--- config.mk ---
export PLATFORM = sky130hd
export DESIGN_NAME = cla32
export DESIGN_NICKNAME = d
export VERILOG_FILES = /design/src/rtl/cla32.sv
export SDC_FILE = /design/constraint.sdc
export NUM_CORES = 1
export LEC_CHECK = 0
export ABC_AREA = 1
export ABC_CLOCK_PERIOD_IN_PS = 1700
export BUFFER_PORTS_ARGS = -buffer_cell sky130_fd_sc_hd__buf_2
export CAP_MARGIN = 15
export CORE_UTILIZATION = 41
export DETAILED_ROUTE_END_ITERATION = 10
export PLACE_DENSITY_LB_ADDON = 0.08
export SETUP_SLACK_MARGIN = 0.3
export SKIP_LAST_GASP = 1
export SYNTH_ARGS = -nofsm -noshare
export SYNTH_HDL_FRONTEND = slang
export SYNTH_SLANG_ARGS = --single-unit
--- constraint.sdc ---
create_clock -name vclk -period 1.7
set_input_delay 0.085 -clock vclk [all_inputs]
set_output_delay 0.085 -clock vclk [all_outputs]
set_load 0.05 [all_outputs]
--- src/rtl/cla32.sv ---
// cla32: 32-bit two-level carry-lookahead adder, {o_c, o_sum} = a + b + cin.
// Latency: none; purely combinational from {a, b, cin} to {o_sum, o_c}.
// Backpressure: none; CLK/RSTb exist only for uniform integration and never touch the result.

// ---------------------------------------------------------------------------
// cla32_la4: generic 4-wide lookahead cell.
// Given four (generate, propagate) pairs and a carry-in, it produces the carry
// into each of the four positions plus the combined (G, P) of the block.
// The same equations serve bit-level groups and group-level lookahead.
// ---------------------------------------------------------------------------
module cla32_la4 (
  input  logic [3:0] g_i,
  input  logic [3:0] p_i,
  input  logic       c_i,
  output logic [3:0] c_o,
  output logic       gg_o,
  output logic       gp_o
);

  // Flattened lookahead carries: every carry is a two-level AND-OR of c_i,
  // so nothing ripples from one position to the next.
  always_comb begin
    c_o[0] = c_i;
    c_o[1] = g_i[0]
           | (p_i[0] & c_i);
    c_o[2] = g_i[1]
           | (p_i[1] & g_i[0])
           | (p_i[1] & p_i[0] & c_i);
    c_o[3] = g_i[2]
           | (p_i[2] & g_i[1])
           | (p_i[2] & p_i[1] & g_i[0])
           | (p_i[2] & p_i[1] & p_i[0] & c_i);
  end

  // Block generate/propagate, independent of the carry-in so the next
  // lookahead level can consume them in parallel.
  always_comb begin
    gg_o = g_i[3]
         | (p_i[3] & g_i[2])
         | (p_i[3] & p_i[2] & g_i[1])
         | (p_i[3] & p_i[2] & p_i[1] & g_i[0]);
    gp_o = p_i[3] & p_i[2] & p_i[1] & p_i[0];
  end

endmodule

// ---------------------------------------------------------------------------
// cla32_grp4: level-1 4-bit CLA group.
// Forms bit generate/propagate, derives internal carries through the
// lookahead cell, and exports the group (G, P) for level 2.
// ---------------------------------------------------------------------------
module cla32_grp4 (
  input  logic [3:0] a_i,
  input  logic [3:0] b_i,
  input  logic       c_i,
  output logic [3:0] sum_o,
  output logic       gg_o,
  output logic       gp_o
);

  logic [3:0] bit_g;
  logic [3:0] bit_p;
  logic [3:0] bit_c;

  // Bit-level generate and propagate; propagate uses XOR so it doubles as
  // the half-sum for the final sum bit.
  always_comb begin
    bit_g = a_i & b_i;
    bit_p = a_i ^ b_i;
  end

  cla32_la4 u_la (
    .g_i  (bit_g),
    .p_i  (bit_p),
    .c_i  (c_i),
    .c_o  (bit_c),
    .gg_o (gg_o),
    .gp_o (gp_o)
  );

  // Sum bit is the half-sum XORed with the lookahead carry into that bit.
  always_comb begin
    sum_o = bit_p ^ bit_c;
  end

endmodule

// ---------------------------------------------------------------------------
// cla32: top level.
// Eight 4-bit groups; two 4-group lookahead units (bits 15:0 and 31:16) and a
// flattened top combine that produces c16 and c32 straight from cin, so the
// upper half never waits on a carry rippled through the lower half.
// ---------------------------------------------------------------------------
module cla32 (
  input  logic        CLK,
  input  logic        RSTb,
  input  logic [31:0] a,
  input  logic [31:0] b,
  input  logic        cin,
  output logic [31:0] o_sum,
  output logic        o_c
);

  // Clock and reset are integration-only ports; reduced into a sink so the
  // arithmetic path stays free of any dependence on them.
  logic unused_clk_rst;
  assign unused_clk_rst = CLK ^ RSTb;

  logic [7:0] grp_g;
  logic [7:0] grp_p;
  logic [7:0] grp_c;     // carry into group k, i.e. c[4k]
  logic       lo_g;
  logic       lo_p;
  logic       hi_g;
  logic       hi_p;
  logic       c16;
  logic       c32;

  // Level 1: eight independent 4-bit CLA groups.
  for (genvar k = 0; k < 8; k++) begin : g_grp
    cla32_grp4 u_grp (
      .a_i   (a[4*k +: 4]),
      .b_i   (b[4*k +: 4]),
      .c_i   (grp_c[k]),
      .sum_o (o_sum[4*k +: 4]),
      .gg_o  (grp_g[k]),
      .gp_o  (grp_p[k])
    );
  end

  // Level 2, lower half: carries into groups 0..3 (c0, c4, c8, c12) from cin.
  cla32_la4 u_lcu_lo (
    .g_i  (grp_g[3:0]),
    .p_i  (grp_p[3:0]),
    .c_i  (cin),
    .c_o  (grp_c[3:0]),
    .gg_o (lo_g),
    .gp_o (lo_p)
  );

  // Level 2, upper half: carries into groups 4..7 (c16, c20, c24, c28) from c16.
  cla32_la4 u_lcu_hi (
    .g_i  (grp_g[7:4]),
    .p_i  (grp_p[7:4]),
    .c_i  (c16),
    .c_o  (grp_c[7:4]),
    .gg_o (hi_g),
    .gp_o (hi_p)
  );

  // Top combine: c16 and c32 are both expressed directly in terms of cin and
  // the half-block (G, P) pairs, keeping the critical path at one lookahead
  // step per level.
  always_comb begin
    c16 = lo_g | (lo_p & cin);
    c32 = hi_g
        | (hi_p & lo_g)
        | (hi_p & lo_p & cin);
  end

  // Carry-out of bit 31 is bit 32 of the full sum.
  always_comb begin
    o_c = c32;
  end

endmodule

==> impl_metrics.tcl, run 1 <==
set metrics [dict create \
    run_status "aborted with a tool error" \
    lastStage "clock tree synthesis" \
    error "[ERROR DPL-0038] Utilization greater than 100%, impossible to legalize" \
    dp_hpwl_um 4186 \
    io_buffers 98 \
    globalplace.congestion 0.7996 \
    yosysSeqAreaShare_pct 0 \
    top_level_ports 100 \
    cts_hold_buf 0 \
    ys_types 23 \
    die_w_um 63.37 \
    yosys-top-cells-count "nand2_1, inv_1, ha_1, nand3_1, nor2_1" \
    synth_cells 234 \
    dp_cells 427 \
    yosys.area.top_type "ha_1" \
    yosys_warnings 0 \
    chipHeight_um 63.37 \
    syn-num-nets 341 \
    synth_most_common_cell "nand2_1" \
    synth.top_cell.area_share_pct 25.93 \
    initial_core_util_pct 44.52 \
    fp-row-count 21 \
    post_cts_buffers 6 \
    synth_area_leaders "ha_1, nand2_1, fa_1" \
    postCtsResizedCells 107 \
    syn_area_per_cell_sq_um 6.598 \
    synth_area_sq_um 1544 \
]
-- stage by stage --
step | cell area [sq um] | setup WS [ns] | TNS (ns)
after detailed placement | 3020 | -0.4253 | -7.252
after floorplan | 2105 | -0.1842 | -1.261
after global placement | 3020 | -0.3753 | -6.000
-- logic make-up after synthesis --
family          Yosys count  synth area share [%]
xor+xnor                 17                 9.644
compound gates           23                 9.481
fa+ha+maj                40                 36.30
simple gates            115                 35.09
buf+inv                  39                 9.481
==> inputs of run 2 (changes only) <==
- ABC_CLOCK_PERIOD_IN_PS: 1700 -> 2200
- CORE_UTILIZATION: 41 -> 30
- PLACE_DENSITY_LB_ADDON: 0.08 -> 0.15
- SETUP_SLACK_MARGIN: 0.3 -> not set
- clock period: 1.7 -> 2.2 ns (I/O delays scaled with it)
==> impl_metrics.tcl, run 2 <==
set metrics [dict create \
    grt_usage_pct 12.89 \
    crit_start "a[17]" \
    yosys.area.top_type "ha_1" \
    synth.top_cell.area_share_pct 25.93 \
    dieArea_sq_um 5438 \
    io_buffers 98 \
    leakagePower_uw 0.001455 \
    antenna_found_initial 0 \
    fin_crit_ns 2.055 \
    chipHeight_um 73.74 \
    critPathKind "in -> out" \
    ir_drop_uv 279.2 \
    yosys-top-cells-count "nand2_1, inv_1, ha_1, nand3_1, nor2_1" \
    critPathLaunchType "primary input" \
    synth_area_sq_um 1544 \
    finalHoldViolCount 0 \
    setup.worst_path.end_class "output port" \
    initial_core_util_pct 31.85 \
    synth_most_common_cell "nand2_1" \
    grt_pass1_vias 1550 \
    setup_viol 0 \
    crit_fanout 2 \
    tightest_slew_ns 0.2592 \
    place_ws_ns -0.07259 \
    fin_ws_ns 0.1452 \
    fmax_ghz 0.4867 \
    wl_per_cell_um 8.627 \
    cts_hold_buf 0 \
    area.sequential_sq_um 0 \
    final_cell_mix "buf_2, nand2_1, inv_1" \
    post_cts_buffers 0 \
    grt_max_degree 7 \
    power_frac_clock_pct 0 \
    post-route-period-util_pct 93.40 \
    grt_overflow 0 \
    slew_violations 0 \
    yosys_warnings 0 \
    p_int_uw 381.3 \
    cp.arrival_ns 1.94 \
    globalplace.congestion 0.7367 \
    dp_hpwl_um 3405 \
    hold_slack_ns 0.6813 \
    dp_cells 421 \
    power.switching_uw 776.9 \
    clkbuf_count 0 \
    drc 0 \
    min_from "b[20]" \
    cp_top_family "adder cells" \
    top_level_ports 100 \
    dpl_cell_area_sq_um 2321 \
    fin_cells 421 \
    grt_setup_unrepaired "false" \
    ys_types 23 \
    powerDensity_nw_per_um2 480.8 \
    critPathBufInv 4 \
    drive_above_1_share_pct 43.50 \
    grt_pass1_wl_um 5906 \
    run_status "complete, no violations" \
    dr.pass1.iters 4 \
    critPathSlowestCell "fa_1" \
    crit_path_frequent_cell "buf_2" \
    ant_nets 0 \
    fp-row-count 25 \
    syn_area_per_cell_sq_um 6.598 \
    critPathMaxStageDelay_ns 0.47 \
    core_sq_um 4848 \
    fin_area_sq_um 2409 \
    areaGrowthSynthToFinish_pct 56.00 \
    yosysSeqAreaShare_pct 0 \
    die_w_um 73.74 \
    drt-initial-drc-count 17 \
    syn-num-nets 341 \
    cp.required_ns 2.09 \
    layout_commonest_cell "buf_2" \
    viasPerCell 4.276 \
    crit_chain "buf_2 -> ha_1 -> a21oi_2 -> nor2_1 -> nor3_4 -> buf_4 -> o21bai_1 -> inv_1 -> nand2_2 -> fa_1 -> buf_2" \
    wirelength_um 3632 \
    synth_area_leaders "ha_1, nand2_1, fa_1" \
    maxCapViolations 0 \
    hp-class "in -> out" \
    max_slew_margin_pct 82.84 \
    total_power_uw 1158 \
    vias 1800 \
    synth_cells 234 \
    power_frac_seq_pct 0 \
    p_sw_share_pct 67.08 \
    layout.nets 463 \
    combPwrFrac_pct 100.0 \
    nFlopsAndLatches 0 \
    insertedDiodeCount 0 \
]
run 2: layout make-up:
cell class	count	area [sq um]
Multi-Input combinational cell	195	1489
Tap cell	67	83.83
Timing Repair Buffer	120	689.4
Inverter	39	146.4
Fill cell	522	2440
run 2: path summary, 6_finish.rpt:
| kind | endpoint | slack [ns] | depth (start not counted) |
|---|---|---|---|
| worst min-delay path | o_sum[20] | 0.68 | 3 |
| worst max-delay path | o_sum[24] | 0.15 | 11 |
run 2: through the flow:
step / TNS, ns / util (%)
global route: 0 / 49.68
floorplan: 0 / -
global placement: -0.08440 / 47.87
CTS: -0.003357 / 48.13
detailed placement: -0.1737 / 47.87
finish: 0 / 49.68
run 2: cell families after synthesis:
| group | synth area share, % |
|---|---|
| buffers and inverters | 9.481 |
| AOI/OAI and AO/OA | 9.481 |
| xor gates and xnor gates | 9.644 |
| and+or+nand+nor | 35.09 |
| adders and majority gates | 36.30 |
run 2: what timing repair did:
item / 4_1_cts / 5_1_grt
setup endpoints to repair: 3 / 9
resized for setup: 5 / 16
gates cloned: 0 / 0
pin swaps: 0 / 1
hold endpoints to repair: 0 / 0
run 2: routing by layer:
layer  wire, um  GRT usage, %  up-vias  share of wire (%)
li1           -             -      991                  -
met1       1663         16.87      755                 46
met2       1714         23.75       54                 47
met3        254         1.646        0                7.0
met4          0             0        0                  0
met5          0             0        -                  0
run 2: power by group through the flow:
stage	Sequential [uW]	Clock, uW	Combinational (uW)
global placement	0	0	1110
floorplan	0	0	846
detailed placement	0	0	1120
finish	0	0	1160
global route	0	0	1260
CTS	0	0	1130
Note: power is estimated with default switching activity, not from simulation.
